--- config.mk ---
export PLATFORM = sky130hd
export DESIGN_NAME = pipeline_frontend
export DESIGN_NICKNAME = d
export VERILOG_FILES = /design/src/rtl/pipeline_frontend.sv
export SDC_FILE = /design/constraint.sdc
export NUM_CORES = 1
export LEC_CHECK = 0
export BUFFER_PORTS_ARGS = -buffer_cell sky130_fd_sc_hd__buf_2
export CELL_PAD_IN_SITES_DETAIL_PLACEMENT = 1
export CELL_PAD_IN_SITES_GLOBAL_PLACEMENT = 2
export CORE_MARGIN = 3
export CORE_UTILIZATION = 32
export DETAILED_ROUTE_END_ITERATION = 10
export GPL_TIMING_DRIVEN = 1
export HOLD_SLACK_MARGIN = 0.03
export PLACE_DENSITY_LB_ADDON = 0.1
export SYNTH_ARGS = -nofsm -noshare
export SYNTH_HDL_FRONTEND = slang
export SYNTH_SLANG_ARGS = --single-unit
--- constraint.sdc ---
create_clock -name clk_i -period 3.99 [get_ports clk_i]
set_input_delay 0 -clock clk_i [delete_from_list [all_inputs] [get_ports clk_i]]
set_output_delay 0 -clock clk_i [all_outputs]
set_load 0.01 [all_outputs]
--- src/rtl/pipeline_frontend.sv ---
// -----------------------------------------------------------------------------
// pipeline_frontend
//
// Fetch/decode/execute front-end of the 5-stage RISC-V core. Owns the PC and
// the IF/ID and ID/EX pipeline registers, each slot carrying a valid bit.
// It handles three events:
//   - taken-branch redirect from EX, which flushes two slots;
//   - load-use hazard, which inserts one bubble into EX;
//   - external freeze, which holds every register.
// It also keeps a saturating count of the bubbles it has inserted.
//
// Ports
//   clk_i                system clock, rising-edge active
//   rst_ni               asynchronous active-low reset
//   instruction_i        instruction word at instruction_addr_o (same cycle)
//   ex_branch_taken_i    branch/jump resolved taken for the EX instruction
//   ex_branch_target_i   redirect address
//   ext_stall_i          freeze the whole front-end
//   instruction_addr_o   current PC
//   id_instruction_o     IF/ID register: instruction
//   id_pc_o              IF/ID register: PC
//   id_valid_o           IF/ID register: valid
//   ex_instruction_o     ID/EX register: instruction
//   ex_pc_o              ID/EX register: PC
//   ex_valid_o           ID/EX register: valid
//   load_use_stall_o     combinational load-use hazard indication
//   bubble_count_o       saturating count of inserted bubbles
// -----------------------------------------------------------------------------
module pipeline_frontend #(
    parameter int                ADDR_W   = 10,
    parameter int                XLEN     = 32,
    parameter int                PC_STEP  = 1,
    parameter logic [ADDR_W-1:0] RESET_PC = '0,
    parameter logic [XLEN-1:0]   NOP_INSN = 32'h00000013,
    parameter int                CNT_W    = 16
) (
    input  logic              clk_i,
    input  logic              rst_ni,
    input  logic [XLEN-1:0]   instruction_i,
    input  logic              ex_branch_taken_i,
    input  logic [ADDR_W-1:0] ex_branch_target_i,
    input  logic              ext_stall_i,
    output logic [ADDR_W-1:0] instruction_addr_o,
    output logic [XLEN-1:0]   id_instruction_o,
    output logic [ADDR_W-1:0] id_pc_o,
    output logic              id_valid_o,
    output logic [XLEN-1:0]   ex_instruction_o,
    output logic [ADDR_W-1:0] ex_pc_o,
    output logic              ex_valid_o,
    output logic              load_use_stall_o,
    output logic [CNT_W-1:0]  bubble_count_o
);

    localparam logic [6:0]   OP_LOAD   = 7'h03;
    localparam logic [6:0]   OP_OPIMM  = 7'h13;
    localparam logic [6:0]   OP_STORE  = 7'h23;
    localparam logic [6:0]   OP_OP     = 7'h33;
    localparam logic [6:0]   OP_BRANCH = 7'h63;
    localparam logic [6:0]   OP_JALR   = 7'h67;
    localparam logic [CNT_W:0] CNT_MAX = {1'b0, {CNT_W{1'b1}}};

    logic [ADDR_W-1:0] pc_q, pc_d;
    logic [XLEN-1:0]   idInsn_q, idInsn_d;
    logic [ADDR_W-1:0] idPc_q, idPc_d;
    logic              idValid_q, idValid_d;
    logic [XLEN-1:0]   exInsn_q, exInsn_d;
    logic [ADDR_W-1:0] exPc_q, exPc_d;
    logic              exValid_q, exValid_d;
    logic [CNT_W-1:0]  bubbleCnt_q, bubbleCnt_d;

    logic       redirect;
    logic       loadUse;
    logic       idUsesRs1;
    logic       idUsesRs2;
    logic [1:0] bubbleInc;
    logic [CNT_W:0] cntSum;

    // Decode which source registers the ID instruction actually reads, so
    // that U/J-type encodings whose immediate bits alias rs1/rs2 never stall.
    always_comb begin
        idUsesRs1 = 1'b0;
        idUsesRs2 = 1'b0;
        case (idInsn_q[6:0])
            OP_OP, OP_STORE, OP_BRANCH: begin
                idUsesRs1 = 1'b1;
                idUsesRs2 = 1'b1;
            end
            OP_LOAD, OP_OPIMM, OP_JALR: idUsesRs1 = 1'b1;
            default: ;
        endcase
    end

    // A load in EX whose non-zero destination feeds the ID instruction.
    assign loadUse = exValid_q && (exInsn_q[6:0] == OP_LOAD) && (exInsn_q[11:7] != 5'd0)
                     && idValid_q
                     && ((idUsesRs1 && (idInsn_q[19:15] == exInsn_q[11:7]))
                      || (idUsesRs2 && (idInsn_q[24:20] == exInsn_q[11:7])));

    assign redirect = ex_branch_taken_i && exValid_q;

    // Next-state selection; the freeze beats redirect, which beats load-use.
    always_comb begin
        pc_d      = pc_q;
        idInsn_d  = idInsn_q;
        idPc_d    = idPc_q;
        idValid_d = idValid_q;
        exInsn_d  = exInsn_q;
        exPc_d    = exPc_q;
        exValid_d = exValid_q;
        bubbleInc = 2'd0;
        if (!ext_stall_i) begin
            if (redirect) begin
                pc_d      = ex_branch_target_i;
                idInsn_d  = NOP_INSN;
                idPc_d    = '0;
                idValid_d = 1'b0;
                exInsn_d  = NOP_INSN;
                exPc_d    = '0;
                exValid_d = 1'b0;
                bubbleInc = 2'd2;
            end else if (loadUse) begin
                exInsn_d  = NOP_INSN;
                exPc_d    = '0;
                exValid_d = 1'b0;
                bubbleInc = 2'd1;
            end else begin
                pc_d      = pc_q + ADDR_W'(PC_STEP);
                idInsn_d  = instruction_i;
                idPc_d    = pc_q;
                idValid_d = 1'b1;
                exInsn_d  = idInsn_q;
                exPc_d    = idPc_q;
                exValid_d = idValid_q;
            end
        end
    end

    // One extra bit of headroom lets the saturation test catch max-1 plus 2.
    always_comb begin
        cntSum      = {1'b0, bubbleCnt_q} + (CNT_W+1)'(bubbleInc);
        bubbleCnt_d = (cntSum > CNT_MAX) ? CNT_MAX[CNT_W-1:0] : cntSum[CNT_W-1:0];
    end

    always_ff @(posedge clk_i or negedge rst_ni) begin
        if (!rst_ni) begin
            pc_q        <= RESET_PC;
            idInsn_q    <= NOP_INSN;
            idPc_q      <= '0;
            idValid_q   <= 1'b0;
            exInsn_q    <= NOP_INSN;
            exPc_q      <= '0;
            exValid_q   <= 1'b0;
            bubbleCnt_q <= '0;
        end else begin
            pc_q        <= pc_d;
            idInsn_q    <= idInsn_d;
            idPc_q      <= idPc_d;
            idValid_q   <= idValid_d;
            exInsn_q    <= exInsn_d;
            exPc_q      <= exPc_d;
            exValid_q   <= exValid_d;
            bubbleCnt_q <= bubbleCnt_d;
        end
    end

    assign instruction_addr_o = pc_q;
    assign id_instruction_o   = idInsn_q;
    assign id_pc_o            = idPc_q;
    assign id_valid_o         = idValid_q;
    assign ex_instruction_o   = exInsn_q;
    assign ex_pc_o            = exPc_q;
    assign ex_valid_o         = exValid_q;
    assign load_use_stall_o   = loadUse;
    assign bubble_count_o     = bubbleCnt_q;

endmodule

==> impl_metrics.py, run 1 <==
metrics = {
    "worst_hold_path": {
        "hp-start": "ex_branch_target_i[3]",
        "hold_class": "in2reg",
        "holdPathStages": 3,
        "whs_endpoint": "instruction_addr_o[3]$_DFFE_PN0P_",
    },
    "critical_path": {
        "path_delay_family": "simple AND/OR/NAND/NOR gates",
        "cp-startpoint": "ex_instruction_o[1]$_DFFE_PN1N_",
        "cp_common_cell": "nor2_1",
        "r2r_slack_ns": 0.59,
        "reg2reg_depth": 13,
        "crit_path_start_kind": "flop",
        "arrival_ns": 3.67,
        "crit_fanout": 14,
        "crit_type": "reg2reg",
        "worstReg2RegStart": "ex_instruction_o[1]$_DFFE_PN1N_",
        "crit_path_cell_trace": "or4b_1 > a21oi_1 > o211a_4 > nand2_4 > nor2_1 > ha_1 > fa_1 > nand2_1 > nor2_1 > and2_1 > and4_1 > nand3_2 > o21ai_0",
        "cp-end-kind": "flop",
        "path_buf_inv": 0,
        "r2r_end": "bubble_count_o[6]$_DFF_PN0_",
        "crit_slowest_cell": "dfstp_2",
        "slowest_delay_ns": 0.54,
        "crit_required_ns": 4.26,
    },
    "sta": {
        "slew_violations": 0,
        "timing_hold_violations_final": 0,
        "slew_headroom": 0.292,
        "fin_tns_setup_ns": 0,
        "period_needed_ns": 3.40,
        "rsz0062_at_grt": "false",
        "max_freq_mhz": 294,
        "skew_ns": 0.00716,
        "finalCritPeriodShare": 0.851,
        "setup_violations": 0,
        "worst_slew_pin_slew_ns": 1.06,
        "fin_hold_ws_ns": 0.0438,
        "setup_slack_ns": 0.593,
    },
    "detailed_routing": {
        "firstDrtPassIters": 4,
        "totalWireLength_mm": 14.5,
        "drc": 0,
        "ant_nets": 0,
        "vias": 3918,
        "drt_iter0_drc": 249,
        "wire_per_inst_um": 19.3,
        "avgViaCountPerCell": 5.23,
    },
    "layout": {
        "final_nets": 614,
        "diodes": 0,
        "area_growth_pct": 34.4,
        "final_core_util": 0.447,
        "drive_gt1_frac": 0.343,
        "fin_area_um2": 6310,
    },
    "floorplan": {
        "ios": 159,
        "start_util": 0.333,
        "die_y_um": 127,
        "rows": 43,
        "die-area_um2": 16200,
        "die_w_um": 127,
        "coreArea_um2": 14100,
    },
    "logic_synthesis": {
        "synth-compound-area-share": 0.212,
        "synth_warnings": 0,
        "synth-seq-area-share": 0.599,
        "synth-simple-area-share": 0.0954,
        "ys_types": 52,
        "synth_edf_count": 0,
        "async_flop_share": 1.00,
        "synthCells": 372,
        "syn_nets": 422,
        "synthAdderAreaFrac": 0.0123,
        "synth.area.mux_share": 0.00640,
        "yosys_register_bits": 112,
        "synth.area.top_cells": "dfrtp_1, a22o_1, dfstp_2",
        "yosysTopAreaCell": "dfrtp_1",
        "synth_top_family_by_area": "compound AO/OA/AOI/OAI gates",
        "syn_area_per_cell_um2": 12.6,
        "synth_area_um2": 4690,
        "synth.top_cell.area_share": 0.565,
        "synth_ff_type": "dfrtp_1",
        "synth_xor_area_frac": 0.0392,
    },
    "cts": {
        "numCtsBuffers": 9,
        "path_clk_slew_ns": 0.07,
        "numClockSinks": 112,
        "clock_latency_ns": 0.35,
        "cts_tree": "done",
        "htree_levels": 3,
        "postCtsSetupBuffers": 0,
        "cts_root_buffer": "clkbuf_16",
        "cts_buffer_depth": 2,
    },
    "place": {
        "post-place-ws_ns": 0.399,
        "gp_congestion": 0.792,
        "dp_hpwl_mm": 9.81,
        "portBuffers": 158,
        "place_area_um2": 5630,
    },
    "global_route": {
        "grt_usage": 0.184,
        "grt_pass1_vias": 4222,
        "grt_max_degree": 67,
        "grt_overflow": 0,
        "grt_first_pass_wirelength_mm": 23.8,
        "antenna_found_initial": 0,
    },
    "outcome": {
        "status": "finished, final reports clean",
    },
    "power_and_ir_drop": {
        "p_leak_uw": 0.00317,
        "ir_worst_vdd_uv": 207,
        "power.density_nw_per_um2": 505,
    },
    "job": {
        "cap_violations": 0,
    },
}
-- per-stage QoR --
step / power, uW / std cells
finish: 3180 / 749
global route: 3370 / 749
CTS: 3230 / 749
detailed placement: 2290 / 695
global placement: 2280 / 695
floorplan: 1920 / 372
-- registers in the layout, indices dropped and copies added (netlist names) --
name,cells
id_pc_o,10
ex_pc_o,10
id_valid_o,1
instruction_addr_o,10
ex_instruction_o,32
bubble_count_o,16
id_instruction_o,32
ex_valid_o,1
-- layout by cell type, fill, tap and decap left out, types with 3 or more instances in the layout --
cell type	Yosys	routed
nand3_1	7	6
nand4_1	4	4
clkbuf_8	0	3
a311oi_1	4	4
mux2i_1	3	3
buf_4	0	10
ha_1	3	3
a22o_1	78	78
and2_1	4	4
nand2_1	28	28
a31oi_1	3	3
buf_2	7	157
clkbuf_16	0	9
dfrtp_1	106	106
dfstp_2	6	6
and3_1	3	3
nor3_1	7	7
nor2_1	12	12
o21ai_0	7	7
a21oi_1	7	7
xor2_1	7	7
dlygate4sd3_1	0	38
nand2b_1	3	3
o22a_1	6	6
a41oi_1	3	3
xnor2_1	14	14
-- worst register-to-register path, delay by kind of cell, from the launching register on --
| kind | cells | cell delay, ns |
|---|---|---|
| AO/OA/AOI/OAI | 3 | 0.56 |
| flip-flops | 1 | 0.54 |
| AND/OR/NAND/NOR | 8 | 1.79 |
| adder cells (fa/ha/maj) | 2 | 0.43 |
-- Yosys cell counts (all sizes together), types with 2 or more instances --
library cell / n
o21ai: 8
o22a: 6
nor3: 7
a311oi: 4
ha: 3
a22o: 78
and4: 2
buf: 14
dfstp: 6
nand2b: 3
a31oi: 3
dfrtp: 106
nand4: 4
xor2: 7
clkbuf: 10
inv: 3
nand3: 7
or3: 2
nor4: 2
nand2: 29
and2: 4
xnor2: 14
a21oi: 7
nor2: 13
o21a: 2
a41oi: 3
mux2i: 3
and3: 3
-- worst max path at each step --
stage	endpoint	slack [ns]	cells past startpoint
after floorplan	bubble_count_o[10]$_DFF_PN0_	0.56	15
after global placement	bubble_count_o[6]$_DFF_PN0_	0.45	12
after detailed placement	bubble_count_o[6]$_DFF_PN0_	0.40	12
after CTS	bubble_count_o[6]$_DFF_PN0_	0.35	12
after global routing	bubble_count_o[6]$_DFF_PN0_	0.05	13
final	bubble_count_o[6]$_DFF_PN0_	0.59	13
-- repair_timing --
item	in CTS	in global routing
setup endpoints to repair	0	14
endpoints found under the hold margin	143	0
hold buffers	38	0
resized for setup	0	1
-- logic make-up after synthesis --
logic type | count (synthesis)
adder cells (fa/ha/maj) | 4
flip-flops | 112
AND/OR/NAND/NOR | 84
AO/OA/AOI/OAI | 120
multiplexers | 3
XOR/XNOR | 21
buffers and inverters | 28
-- power breakdown --
part | total, uW | internal (uW) | switching [uW]
registers | 1530 | 1330 | 208
logic | 752 | 362 | 390
clock network | 899 | 476 | 423
-- routing by layer --
layer	global-route usage	routed length, um	up-vias
met5	0	0	-
met2	0.285	6660	126
met4	0.0618	240	0
met3	0.0318	714	15
met1	0.263	6840	1998
li1	-	-	1779
-- layout make-up --
type	instances	area [um^2]
repair buffers	205	1240
inverters	4	20.0
multi-input cells	232	1720
clock buffers	12	267
clock inverters	4	26.3
well taps	180	225
fillers	1584	7790
flip-flops and latches	112	2810
Note: power is estimated with default switching activity, not from simulation.
==> inputs of run 2 (changes only) <==
--- a/config.mk
+++ b/config.mk
@@ -5,11 +5,12 @@
 export SDC_FILE = /design/constraint.sdc
 export NUM_CORES = 1
 export LEC_CHECK = 0
+export ABC_AREA = 1
 export BUFFER_PORTS_ARGS = -buffer_cell sky130_fd_sc_hd__buf_2
 export CELL_PAD_IN_SITES_DETAIL_PLACEMENT = 1
 export CELL_PAD_IN_SITES_GLOBAL_PLACEMENT = 2
 export CORE_MARGIN = 3
-export CORE_UTILIZATION = 32
+export CORE_UTILIZATION = 29
 export DETAILED_ROUTE_END_ITERATION = 10
 export GPL_TIMING_DRIVEN = 1
 export HOLD_SLACK_MARGIN = 0.03
==> run 2 against run 1 <==
- critical endpoint is now bubble_count_o[2]$_DFF_PN0_
- final area up 12%
- flip-flop and latch count unchanged
- via count up 32%
- clock skew up 0.0030 ns
- die area up 25%
==> impl_metrics.py, run 2 <==
metrics = {
    "floorplan": {
        "coreArea_um2": 18000,
        "start_util": 0.297,
        "die_w_um": 142,
        "die-area_um2": 20100,
        "die_y_um": 142,
        "ios": 159,
        "rows": 49,
    },
    "sta": {
        "skew_ns": 0.0101,
        "timing_hold_violations_final": 0,
        "slew_violations": 0,
        "slew_headroom": 0.327,
        "setup_violations": 0,
        "setup_slack_ns": 0.655,
        "max_freq_mhz": 300,
        "rsz0062_at_grt": "false",
        "worst_slew_pin_slew_ns": 1.01,
        "fin_tns_setup_ns": 0,
        "period_needed_ns": 3.33,
        "finalCritPeriodShare": 0.836,
    },
    "power_and_ir_drop": {
        "p_seq_frac": 0.458,
        "sw_frac_of_total": 0.333,
        "p_switching_uw": 1100,
        "power.total_uw": 3300,
        "intPower_uw": 2200,
        "ir_worst_vdd_uv": 285,
        "power.density_nw_per_um2": 468,
        "p_clk_frac": 0.312,
        "p_leak_uw": 0.00391,
        "p_comb_frac": 0.230,
    },
    "global_route": {
        "grt_overflow": 0,
        "grt_first_pass_wirelength_mm": 30.1,
        "grt_usage": 0.187,
        "antenna_found_initial": 0,
        "grt_pass1_vias": 5596,
        "grt_max_degree": 87,
    },
    "layout": {
        "final_nets": 878,
        "drive_gt1_frac": 0.242,
        "final_cell_mix": "nand2_1, buf_2, dfrtp_1",
        "diodes": 0,
        "fin_cells": 1062,
        "final_common_cell": "nand2_1",
        "fin_area_um2": 7050,
        "area_growth_pct": 31.6,
    },
    "critical_path": {
        "slowest_delay_ns": 0.56,
        "path_delay_family": "simple AND/OR/NAND/NOR gates",
        "r2r_end": "bubble_count_o[2]$_DFF_PN0_",
        "arrival_ns": 3.60,
        "cp-startpoint": "id_instruction_o[1]$_DFFE_PN1P_",
        "endpoint": "bubble_count_o[2]$_DFF_PN0_",
        "crit_slowest_cell": "dfstp_2",
        "crit_path_cell_trace": "nand2_1 > nor2_1 > o21ai_0 > nor2_1 > nand2_1 > nand2_2 > nand2_1 > nor3_1 > ha_1 > fa_1 > nand2_1 > inv_1 > nand3_1 > nor2_1 > nand4_1 > o21ai_0",
        "crit_required_ns": 4.25,
        "worst-path-stages": 16,
        "cp-end-kind": "flop",
        "reg2reg_depth": 16,
        "cp_common_cell": "nand2_1",
        "r2r_slack_ns": 0.66,
        "worstReg2RegStart": "id_instruction_o[1]$_DFFE_PN1P_",
        "crit_path_start_kind": "flop",
        "crit_fanout": 16,
        "path_buf_inv": 1,
        "crit_type": "reg2reg",
    },
    "detailed_routing": {
        "wire_per_inst_um": 17.2,
        "drt_iter0_drc": 206,
        "avgViaCountPerCell": 4.87,
        "vias": 5167,
        "totalWireLength_mm": 18.3,
        "firstDrtPassIters": 4,
        "drc": 0,
        "ant_nets": 0,
    },
    "logic_synthesis": {
        "yosysMostFrequentCell": "nand2_1",
        "synth-seq-area-share": 0.525,
        "synth.top_cell.area_share": 0.495,
        "synth_ff_type": "dfrtp_1",
        "syn_area_per_cell_um2": 8.25,
        "synthCells": 649,
        "syn_nets": 699,
        "synth.area.top_cells": "dfrtp_1, nand2_1, nand4_1",
        "synthTopCellsByCount": "nand2_1, dfrtp_1, nand4_1, inv_1, nand3_1",
        "async_flop_share": 1.00,
        "synth_warnings": 0,
        "yosys_register_bits": 112,
        "synth_area_um2": 5360,
        "yosysTopAreaCell": "dfrtp_1",
        "synth_edf_count": 0,
        "ys_types": 27,
    },
    "cts": {
        "path_clk_slew_ns": 0.08,
        "postCtsSetupBuffers": 0,
        "clock_latency_ns": 0.36,
        "cts_tree": "done",
        "cts_root_buffer": "clkbuf_16",
        "numClockSinks": 112,
        "numCtsBuffers": 9,
        "htree_levels": 3,
        "cts_buffer_depth": 2,
    },
    "place": {
        "gp_congestion": 0.788,
        "portBuffers": 158,
        "dp_hpwl_mm": 12.4,
        "place_area_um2": 6290,
        "post-place-ws_ns": 0.561,
        "place_inst": 1003,
    },
    "worst_hold_path": {
        "hold_class": "in2reg",
    },
    "job": {
        "cap_violations": 0,
    },
    "outcome": {
        "status": "finished, final reports clean",
    },
}
## run 2: how the worst min path moves through the flow
stage | start | to | depth (start not counted)
floorplan | rst_ni | bubble_count_o[0]$_DFF_PN0_ | 0
detailed placement | rst_ni | ex_instruction_o[25]$_DFFE_PN0N_ | 1
CTS | ext_stall_i | ex_instruction_o[25]$_DFFE_PN0N_ | 3
finish | ext_stall_i | ex_instruction_o[25]$_DFFE_PN0N_ | 3
global placement | rst_ni | ex_instruction_o[25]$_DFFE_PN0N_ | 1
global route | ext_stall_i | ex_instruction_o[22]$_DFFE_PN0N_ | 3
## run 2: logic make-up (layout without fill, tap and decap cells)
| group | count (synthesis) | count (layout) | synth area share |
|---|---|---|---|
| flops | 112 | 112 | 0.525 |
| fa+ha+maj | 4 | 4 | 0.0107 |
| compound gates | 17 | 17 | 0.0171 |
| simple gates | 418 | 418 | 0.348 |
| buf+inv | 78 | 262 | 0.0671 |
| xor+xnor | 20 | 20 | 0.0327 |
## run 2: power by group through the flow
stage                     clock [uW]  combinational, uW  sequential [uW]
after global placement             0                731             1530
final                           1030                759             1510
after global routing            1110                863             1540
after detailed placement           0                742             1540
after CTS                       1060                778             1520
after floorplan                    0                334             1560
## run 2: repair_timing
item / 4_1_cts / 5_1_grt
resized for setup: 0 / 0
endpoints found under the setup margin: 0 / 0
endpoints found under the hold margin: 99 / 0
hold buffers: 43 / 0
## run 2: final cells by class
cell class | instances | area [um^2]
Tap cell | 229 | 287
Multi-Input combinational cell | 459 | 2190
Sequential cell | 112 | 2810
Clock buffer | 10 | 239
Fill cell | 2199 | 11000
Inverter | 36 | 136
Clock inverter | 6 | 91.3
Timing Repair Buffer | 210 | 1290
## run 2: through the flow
step / hold WS, ns / utilization
2_1_floorplan: -0.296 / -
3_3_place_gp: 0.141 / 0.349
4_1_cts: 0.0316 / 0.391
5_1_grt: 0.0587 / 0.391
3_5_place_dp: 0.153 / 0.349
6_report: 0.0418 / 0.391
## run 2: per-layer routing
metal,routed length (um),global-route usage,vias up
met3,645,0.0263,12
li1,-,-,2473
met4,210,0.0500,0
met2,9060,0.323,93
met5,0,0,-
met1,8380,0.245,2589
## run 2: tightest hold or removal path, delay by kind of cell
family                 cells  cell delay, ns
and+or+nand+nor            2            0.14
buffers and inverters      1            0.22
==> inputs of run 3 (changes only) <==
--- a/config.mk
+++ b/config.mk
@@ -10,7 +10,7 @@
 export CELL_PAD_IN_SITES_DETAIL_PLACEMENT = 1
 export CELL_PAD_IN_SITES_GLOBAL_PLACEMENT = 2
 export CORE_MARGIN = 3
-export CORE_UTILIZATION = 29
+export CORE_UTILIZATION = 26
 export DETAILED_ROUTE_END_ITERATION = 10
 export GPL_TIMING_DRIVEN = 1
 export HOLD_SLACK_MARGIN = 0.03
==> constraint.sdc (replaced) <==
create_clock -name clk_i -period 2.8 [get_ports clk_i]
set_input_delay 0 -clock clk_i [delete_from_list [all_inputs] [get_ports clk_i]]
set_output_delay 0 -clock clk_i [all_outputs]
set_load 0.01 [all_outputs]
==> run 3 against run 2 <==
- critical path depth decreased by 1
- routed wire length increased by 5.7%
- critical endpoint is now bubble_count_o[10]$_DFF_PN0_
- combinational power increased by 52%
==> impl_metrics.py, run 3 (synthesis results as in run 2) <==
metrics = {
    "outcome": {
        "status": "finished, final reports clean",
    },
    "cts": {
        "numCtsBuffers": 9,
        "cts_tree": "done",
        "cts_root_buffer": "clkbuf_16",
        "htree_levels": 3,
        "clock_latency_ns": 0.36,
        "path_clk_slew_ns": 0.08,
        "cts_buffer_depth": 2,
        "numClockSinks": 112,
    },
    "floorplan": {
        "ios": 159,
        "die_y_um": 150,
        "coreArea_um2": 19800,
        "rows": 51,
        "start_util": 0.270,
        "die_w_um": 150,
        "die-area_um2": 22400,
    },
    "critical_path": {
        "reg2reg_depth": 15,
        "cp-end-kind": "flop",
        "crit_fanout": 7,
        "crit_path_start_kind": "flop",
        "crit_required_ns": 3.08,
        "r2r_end": "bubble_count_o[10]$_DFF_PN0_",
        "r2r_slack_ns": 0.21,
        "worstReg2RegStart": "ex_instruction_o[1]$_DFFE_PN1N_",
        "crit_type": "reg2reg",
        "arrival_ns": 2.87,
    },
    "detailed_routing": {
        "totalWireLength_mm": 19.3,
        "firstDrtPassIters": 4,
        "avgViaCountPerCell": 4.70,
        "ant_nets": 0,
        "wire_per_inst_um": 17.3,
        "drc": 0,
        "drt_iter0_drc": 199,
        "vias": 5250,
    },
    "global_route": {
        "grt_usage": 0.175,
        "use_met2": 0.297,
        "grt_max_degree": 87,
        "grt-busiest-layer": "met2",
        "use_met1": 0.232,
        "antenna_found_initial": 0,
        "grt_use_met3": 0.0427,
        "grt_first_pass_wirelength_mm": 31.3,
        "grt_overflow": 0,
        "grt_pass1_vias": 5733,
    },
    "sta": {
        "slew_headroom": 0.328,
        "max_freq_mhz": 386,
        "setup_violations": 0,
        "fin_tns_setup_ns": 0,
        "finalCritPeriodShare": 0.926,
        "rsz0062_at_grt": "false",
        "slew_violations": 0,
        "timing_hold_violations_final": 0,
        "fin_hold_ws_ns": 0.0646,
        "period_needed_ns": 2.59,
        "skew_ns": 0.00655,
        "worst_slew_pin_slew_ns": 1.01,
    },
    "layout": {
        "area_growth_pct": 36.6,
        "final_common_cell": "nand2_1",
        "final_nets": 895,
        "final_cell_mix": "nand2_1, buf_2, dfrtp_1",
        "fin_area_um2": 7320,
        "drive_gt1_frac": 0.280,
    },
    "place": {
        "gp_congestion": 0.769,
        "dp_hpwl_mm": 12.9,
        "portBuffers": 158,
        "place_area_um2": 6450,
    },
    "power_and_ir_drop": {
        "power.density_nw_per_um2": 628,
        "p_leak_uw": 0.00402,
        "ir_worst_vdd_uv": 319,
    },
    "worst_hold_path": {
        "hold_class": "in2reg",
        "whs_endpoint": "id_valid_o$_DFFE_PN0P_",
        "holdPathStages": 3,
        "hp-start": "ext_stall_i",
    },
    "job": {
        "cap_violations": 0,
    },
}
[run 3: cell count changes in the layout (fill, tap and decap cells not counted), moves of 3 or more]
| cell | change |
|---|---|
| buf_12 | +4 |
| o21ai_0 | -3 |
| nor2_1 | -6 |
| nand2_2 | +3 |
| nand2_1 | -5 |
| buf_4 | +11 |
| nor2_2 | +4 |
[run 3: timing repair]
item,in CTS,in global routing
pin swaps,4,8
endpoints found under the hold margin,76,0
hold buffers,43,0
cloned,0,0
setup buffers,2,6
endpoints found under the setup margin,16,16
resized for setup,8,21
[run 3: critical path, cell delays in order (launching register included)]
cell	delay, ns
dfstp_2	0.54
nand2_1	0.05
nor3_1	0.14
nand4_1	0.10
nor2_1	0.20
nand2_4	0.10
nor3_4	0.16
ha_2	0.22
fa_2	0.23
nand2_2	0.07
inv_2	0.09
nand3_4	0.08
nor2_4	0.13
nand4_1	0.16
buf_6	0.18
o21ai_2	0.06
[run 3: final cells by class]
| class | count | area (um^2) |
|---|---|---|
| repair buffers | 227 | 1480 |
| flip-flops and latches | 112 | 2810 |
| multi-input cells | 459 | 2280 |
| clock buffers | 9 | 225 |
| fillers | 2385 | 12500 |
| inverters | 36 | 136 |
| well taps | 265 | 332 |
| clock inverters | 7 | 56.3 |
| diodes | 1 | 2.50 |
[run 3: how the worst max path moves through the flow]
| stage | cells after the start | startpoint | to |
|---|---|---|---|
| 6_report | 15 | ex_instruction_o[1]$_DFFE_PN1N_ | bubble_count_o[10]$_DFF_PN0_ |
| 5_1_grt | 18 | ex_instruction_o[11]$_DFFE_PN0N_ | bubble_count_o[10]$_DFF_PN0_ |
| 4_1_cts | 17 | id_instruction_o[1]$_DFFE_PN1P_ | bubble_count_o[10]$_DFF_PN0_ |
| 2_1_floorplan | 17 | id_instruction_o[1]$_DFFE_PN1P_ | bubble_count_o[11]$_DFF_PN0_ |
| 3_5_place_dp | 17 | id_instruction_o[0]$_DFFE_PN1P_ | bubble_count_o[9]$_DFF_PN0_ |
| 3_3_place_gp | 17 | id_instruction_o[0]$_DFFE_PN1P_ | bubble_count_o[2]$_DFF_PN0_ |
[run 3: metrics by stage]
step,worst slack (ns),utilization,cells,power (uW)
detailed placement,-0.0829,0.325,1048,3290
global route,0.00314,0.369,1115,4910
global placement,0.0734,0.325,1048,3260
CTS,0.00234,0.363,1109,4650
finish,0.208,0.369,1116,4590
floorplan,0.173,-,649,2700
[run 3: power breakdown]
group / total, uW / switching [uW] / leakage [uW] / internal [uW]
Combinational: 1150 / 669 / 0.00247 / 484
Sequential: 2160 / 291 / 0.00142 / 1870
Clock: 1280 / 663 / 0.000130 / 615
[run 3: layer usage]
metal | vias up | share of wire
met5 | - | 0
li1 | 2510 | -
met1 | 2624 | 0.46
met2 | 109 | 0.48
met4 | 0 | 0.0078
met3 | 7 | 0.052
